`src/rtl/nexys_starship_repair_arbiter.sv`:
```
// Round-robin repair arbiter: shares the switch combo and submit pulse among the
// four room repair requesters, checks submissions and enforces a tick timeout.
`timescale 1ns/1ps

module nexys_starship_repair_arbiter #(
    parameter logic [7:0] TIMEOUT = 8'd200,
    parameter int         WRONG_W = 4
) (
    input  logic               Clk,
    input  logic               Reset,
    input  logic               play_flag,
    input  logic               tick,
    input  logic [3:0]         broken_req,
    input  logic [15:0]        target_combo,
    input  logic [3:0]         hex_combo,
    input  logic               submit,
    input  logic               skip,
    output logic [3:0]         grant,
    output logic [1:0]         active_id,
    output logic [3:0]         disp_combo,
    output logic [3:0]         repaired,
    output logic               timeout_evt,
    output logic [WRONG_W-1:0] wrong_cnt,
    output logic               busy
);

    localparam logic [1:0] IDLE    = 2'd0;
    localparam logic [1:0] ARB     = 2'd1;
    localparam logic [1:0] SERVE   = 2'd2;
    localparam logic [1:0] RELEASE = 2'd3;

    localparam logic [WRONG_W-1:0] WRONG_SAT = {WRONG_W{1'b1}};
    localparam logic [WRONG_W-1:0] WRONG_ONE = {{(WRONG_W-1){1'b0}}, 1'b1};

    // Returns {found, index} of the first set request at or after ptr, wrapping mod 4.
    function automatic logic [2:0] rr_pick(input logic [3:0] req, input logic [1:0] ptr);
        logic [2:0] res;
        logic [1:0] idx;
        res = 3'b000;
        for (int i = 3; i >= 0; i--) begin
            idx = ptr + i[1:0];
            if (req[idx]) begin
                res = {1'b1, idx};
            end else begin
                res = res;
            end
        end
        return res;
    endfunction

    function automatic logic [3:0] id_to_onehot(input logic [1:0] id);
        return 4'b0001 << id;
    endfunction

    logic [1:0]         state_r, state_s;
    logic [1:0]         rr_ptr_r, rr_ptr_s;
    logic [7:0]         timer_r, timer_s;
    logic [3:0]         grant_r, grant_s;
    logic [1:0]         active_id_r, active_id_s;
    logic [3:0]         disp_combo_r, disp_combo_s;
    logic [3:0]         repaired_r, repaired_s;
    logic               timeout_evt_r, timeout_evt_s;
    logic [WRONG_W-1:0] wrong_cnt_r, wrong_cnt_s;
    logic               busy_r, busy_s;

    logic [2:0]         pick_s;
    logic               correct_s;
    logic               wrong_s;
    logic               final_tick_s;

    // Submission classification against the combo latched at arbitration.
    always_comb begin
        pick_s       = rr_pick(broken_req, rr_ptr_r);
        correct_s    = submit && (hex_combo == disp_combo_r);
        wrong_s      = submit && (hex_combo != disp_combo_r);
        final_tick_s = tick && (timer_r == 8'd1);
    end

    // Next-state and next-output computation; pulses default low every cycle.
    always_comb begin
        state_s       = state_r;
        rr_ptr_s      = rr_ptr_r;
        timer_s       = timer_r;
        grant_s       = grant_r;
        active_id_s   = active_id_r;
        disp_combo_s  = disp_combo_r;
        repaired_s    = 4'b0000;
        timeout_evt_s = 1'b0;
        wrong_cnt_s   = wrong_cnt_r;

        case (state_r)
            IDLE: begin
                grant_s = 4'b0000;
                if (play_flag && (broken_req != 4'b0000)) begin
                    state_s = ARB;
                end else begin
                    state_s = IDLE;
                end
            end
            ARB: begin
                if (!play_flag) begin
                    state_s = IDLE;
                    grant_s = 4'b0000;
                end else if (pick_s[2]) begin
                    active_id_s  = pick_s[1:0];
                    disp_combo_s = target_combo[{pick_s[1:0], 2'b00} +: 4];
                    timer_s      = TIMEOUT;
                    grant_s      = id_to_onehot(pick_s[1:0]);
                    state_s      = SERVE;
                end else begin
                    state_s = IDLE;
                    grant_s = 4'b0000;
                end
            end
            SERVE: begin
                if (tick && (timer_r > 8'd1)) begin
                    timer_s = timer_r - 8'd1;
                end else begin
                    timer_s = timer_r;
                end
                if (!play_flag) begin
                    state_s = IDLE;
                    grant_s = 4'b0000;
                end else if (correct_s) begin
                    repaired_s = grant_r;
                    grant_s    = 4'b0000;
                    state_s    = RELEASE;
                end else begin
                    if (wrong_s && (wrong_cnt_r != WRONG_SAT)) begin
                        wrong_cnt_s = wrong_cnt_r + WRONG_ONE;
                    end else begin
                        wrong_cnt_s = wrong_cnt_r;
                    end
                    // A wrong submit still counts when it lands on the final tick.
                    if (final_tick_s) begin
                        timeout_evt_s = 1'b1;
                        grant_s       = 4'b0000;
                        state_s       = RELEASE;
                    end else if (skip) begin
                        grant_s = 4'b0000;
                        state_s = RELEASE;
                    end else if (wrong_s) begin
                        state_s = SERVE;
                    end else if (!broken_req[active_id_r]) begin
                        grant_s = 4'b0000;
                        state_s = RELEASE;
                    end else begin
                        state_s = SERVE;
                    end
                end
            end
            RELEASE: begin
                grant_s = 4'b0000;
                state_s = IDLE;
                if (play_flag) begin
                    rr_ptr_s = active_id_r + 2'd1;
                end else begin
                    rr_ptr_s = rr_ptr_r;
                end
            end
            default: begin
                grant_s = 4'b0000;
                state_s = IDLE;
            end
        endcase

        busy_s = (state_s != IDLE);
    end

    // State and output registers with synchronous active-low reset.
    always_ff @(posedge Clk) begin
        if (!Reset) begin
            state_r       <= IDLE;
            rr_ptr_r      <= 2'd0;
            timer_r       <= 8'd0;
            grant_r       <= 4'b0000;
            active_id_r   <= 2'd0;
            disp_combo_r  <= 4'h0;
            repaired_r    <= 4'b0000;
            timeout_evt_r <= 1'b0;
            wrong_cnt_r   <= {WRONG_W{1'b0}};
            busy_r        <= 1'b0;
        end else begin
            state_r       <= state_s;
            rr_ptr_r      <= rr_ptr_s;
            timer_r       <= timer_s;
            grant_r       <= grant_s;
            active_id_r   <= active_id_s;
            disp_combo_r  <= disp_combo_s;
            repaired_r    <= repaired_s;
            timeout_evt_r <= timeout_evt_s;
            wrong_cnt_r   <= wrong_cnt_s;
            busy_r        <= busy_s;
        end
    end

    assign grant       = grant_r;
    assign active_id   = active_id_r;
    assign disp_combo  = disp_combo_r;
    assign repaired    = repaired_r;
    assign timeout_evt = timeout_evt_r;
    assign wrong_cnt   = wrong_cnt_r;
    assign busy        = busy_r;

endmodule

```
`config.mk`:
```
export PLATFORM = sky130hd
export DESIGN_NAME = nexys_starship_repair_arbiter
export DESIGN_NICKNAME = d
export VERILOG_FILES = /design/src/rtl/nexys_starship_repair_arbiter.sv
export SDC_FILE = /design/constraint.sdc
export NUM_CORES = 1
export LEC_CHECK = 0
export CAP_MARGIN = 20
export CORE_MARGIN = 2
export CORE_UTILIZATION = 46
export DETAILED_ROUTE_END_ITERATION = 10
export GPL_ROUTABILITY_DRIVEN = 1
export PLACE_DENSITY = 0.82
export SLEW_MARGIN = 20
export SYNTH_ARGS = -nofsm -noshare
export SYNTH_HDL_FRONTEND = slang
export SYNTH_SLANG_ARGS = --single-unit
```
`constraint.sdc`:
```
create_clock -name Clk -period 2.5 [get_ports Clk]
set_clock_uncertainty 0.2 [all_clocks]
set_input_delay 0.5 -clock Clk [delete_from_list [all_inputs] [get_ports Clk]]
set_output_delay 0.5 -clock Clk [all_outputs]
set_load 0.01 [all_outputs]
```
==> metrics.md <==
| Metric | Value |
|---|---|
| Status | finished, final reports clean |
| Most frequent cells in the layout | clkdlybuf4s50_1, dfxtp_1, a21oi_1 |
| Antenna diode count | 0 |
| Cell Pwr Density | 484 nW/um^2 |
| Via/cell ratio | 5.61 |
| CTS H-Tree Depth | 2 |
| Syn Nets | 211 |
| CP arrival | 2.21 ns |
| Fraction of layout cells with a size suffix above 1 | 10.5% |
| TritonCTS buffer count | 5 |
| 1st-iter DRT viols | 114 |
| Die area | 4050 um^2 |
| Initial core utilization | 48.6% |
| Commonest non-fill, non-tap cell in the layout | clkdlybuf4s50_1 |
| Antenna violations before repair | 0 |
| Final period utilization | 87.1% |
| Layout fillers | 296 |
| DRT Pass-1 Iters | 4 |
| Syn_area_per_cell | 9.19 um^2 |
| Layout Utilization | 69.4% |
| Type of the worst setup path | flip-flop to flip-flop |
| Final hold vios | 0 |
| Leak pwr | 0.000871 uW |
| Core area | 3360 um^2 |
| R2R depth | 4 |
| Launch point of the worst reg-to-reg path | timer_r[2]$_SDFFE_PN0P_ |
| Post-Synthesis Cells | 178 |
| Setup slack after layout | 0.322 ns |
| Max Cap Viol | 0 |
| Peak fanout along the critical path | 9 |
| Final setup violation count | 0 |
| WL per Instance | 14.1 um |
| Residual DRC count | 0 |
| Quantity of I/O buffers inserted on ports | 49 |
| Routed vias | 1598 |
| Pre-CTS WS | 0.00333 ns |
| Clock Latency Late Sink | 0.34 ns |
| Setup tns final | 0 ns |
| Sink Count | 32 |
| Placement Cell Area | 2240 um^2 |
| Cell accounting for the most synthesized area | dfxtp_1 |
| Syn-to-layout area delta | 42.7% |
| Slew Viols, Final | 0 |
| Post-CTS Setup Inserts | 0 |
| Grt total ovfl | 0 |
| Worst-margin pin slew | 0.458 ns |
| Height of the die | 63.6 um |
| Most used flip-flop cell after synthesis | dfxtp_1 |
| Crit path capture type | flip-flop |
| Seq/Total Area, Yosys | 39.2% |
| Hold Buf Count CTS | 0 |
| Minimum clock period | 2.18 ns |
| Die W | 63.6 um |
| Total Wirelength | 4020 um |
| Synthesis-stage register bit count | 32 |
| Pin count of the biggest net entering global routing | 13 |
| Final instance area | 2330 um^2 |
| First-pass GRT wire length | 6620 um |
| RR Endpoint | timer_r[7]$_SDFFE_PN0P_ |
| Slowest stage delay, CP | 0.73 ns |
| CP cell instances | or4_1 -> o311ai_4 -> nor4_1 -> o31a_1 |
| Final HPWL DP | 3080 um |
| Vias in the first global route | 1445 |
| Worst Hold Depth | 2 |
| Worst Hold Path EP | timer_r[5]$_SDFFE_PN0P_ |
| Synth warnings | 0 |
| Std-Cell Rows | 21 |
| TritonCTS clock tree | yes |
| Worst path slowest cell | or4_1 |
| Clock Tree Root | clkbuf_4 |
| ANT nets after route | 0 |
| Async set or reset register ratio after synthesis | 0% |
| Post-synth EDFFs | 0 |
| Max clock buf depth | 2 |
| Library cells used by synthesis | 45 |
| Worst Path Required | 2.54 ns |
| RSZ-0062 raised after global routing | false |
| Worst VDD drop | 0.276 mV |
| Resized cells post-CTS | 0 |
| Syn Std Cell Area | 1640 um^2 |
| Rel. slew slack | 69.4% |
| Hold WS | 0.284 ns |
| Routability cong. | 0.765 |
| IO Pins | 50 |
| Hold Path Class | flip-flop to flip-flop |
| Highest clock rate | 0.459 GHz |
| Share of the synthesized area in the top cell type | 39.2% |
| Clock Pin Slew Worst Setup and Hold Paths | 0.10 ns |
| Startpoint Class | flip-flop |
| HP Start | timer_r[5]$_SDFFE_PN0P_ |
| Nets | 271 |
| Reg2reg setup slack | 0.32 ns |
| Overall Global Routing Usage | 20.9% |
| Area contributors post-synth | dfxtp_1, mux2i_1, a21oi_1 |
cells in the mapped netlist (2+ instances only):
library cell  number
clkbuf_1           3
dfxtp_1           32
nand2_1            9
and3_1             2
mux2i_1            9
a31oi_1            2
inv_1              7
or3_1              7
and2_1             5
nor3_1             2
nor4_1             4
nor2_1            11
buf_2              2
nand3_1            9
o31ai_1            3
o221ai_1           5
o31a_1             2
or4_1              6
xor2_1             5
nand2b_1           3
o2bb2ai_1          4
o21ai_0            6
a21oi_1           13
xnor2_1            2
or3b_2             2
nor2b_1            2
ha_1               3
layout make-up:
| cell class | count | area (um^2) | share of cell area [%] |
|---|---|---|---|
| timing repair buffer | 59 | 578 | 24.8 |
| clock buffer | 7 | 65.1 | 2.79 |
| multi-input combinational | 133 | 936 | 40.1 |
| clock inverter | 1 | 30.0 | 1.29 |
| tap | 46 | 57.6 | 2.47 |
| inverter | 7 | 26.3 | 1.13 |
| sequential | 32 | 641 | 27.5 |
per-layer routing:
| metal | up-vias | track usage [%] | wire (um) |
|---|---|---|---|
| met1 | 757 | 25.6 | 1780 |
| met5 | - | 0 | 0 |
| met3 | 6 | 5.71 | 191 |
| met4 | 0 | 7.88 | 55 |
| li1 | 793 | - | - |
| met2 | 42 | 34.7 | 1990 |
critical path, delay by kind of cell, from the launching register on:
kind	cells	cell delay, ns
and+or+nand+nor	2	0.81
DFF	1	0.36
AOI/OAI and AO/OA	2	0.70
how the worst max path moves through the flow:
stage | start | endpoint | slack, ns | depth (start not counted)
3_5_place_dp | broken_req[2] | disp_combo[0]$_SDFFE_PN0P_ | 0.003 | 6
2_1_floorplan | hex_combo[1] | repaired[0]$_SDFF_PN0_ | 0.48 | 4
3_3_place_gp | broken_req[2] | disp_combo[0]$_SDFFE_PN0P_ | 0.03 | 6
5_1_grt | broken_req[2] | state_r[0]$_SDFF_PN0_ | 0.17 | 6
4_1_cts | timer_r[2]$_SDFFE_PN0P_ | timer_r[7]$_SDFFE_PN0P_ | 0.32 | 4
6_report | timer_r[2]$_SDFFE_PN0P_ | timer_r[7]$_SDFFE_PN0P_ | 0.32 | 4
sequential cells by signal, summed over array words and instances (netlist names), 2 cells and up:
signal / count
disp_combo: 4
repaired: 4
active_id: 2
grant: 4
state_r: 2
wrong_cnt: 4
timer_r: 8
rr_ptr_r: 2
logic make-up after synthesis:
kind of cell | Yosys count | share of synthesized area (%)
buffers and inverters | 13 | 3.60
AO/OA/AOI/OAI | 45 | 20.7
XOR/XNOR | 7 | 3.75
AND/OR/NAND/NOR | 68 | 23.6
multiplexers | 10 | 6.89
adder cells (fa/ha/maj) | 3 | 2.30
flip-flops | 32 | 39.2
power by group:
| group | internal (uW) | switching [uW] |
|---|---|---|
| Sequential | 519 | 12.7 |
| Clock | 265 | 178 |
| Combinational | 88.9 | 65.3 |
through the flow:
step | power, uW | std cells
final | 1130 | 285
after global routing | 1170 | 285
after CTS | 1130 | 285
after detailed placement | 697 | 277
after global placement | 695 | 277
after floorplan | 610 | 178
(Power assumes the default switching activity.)
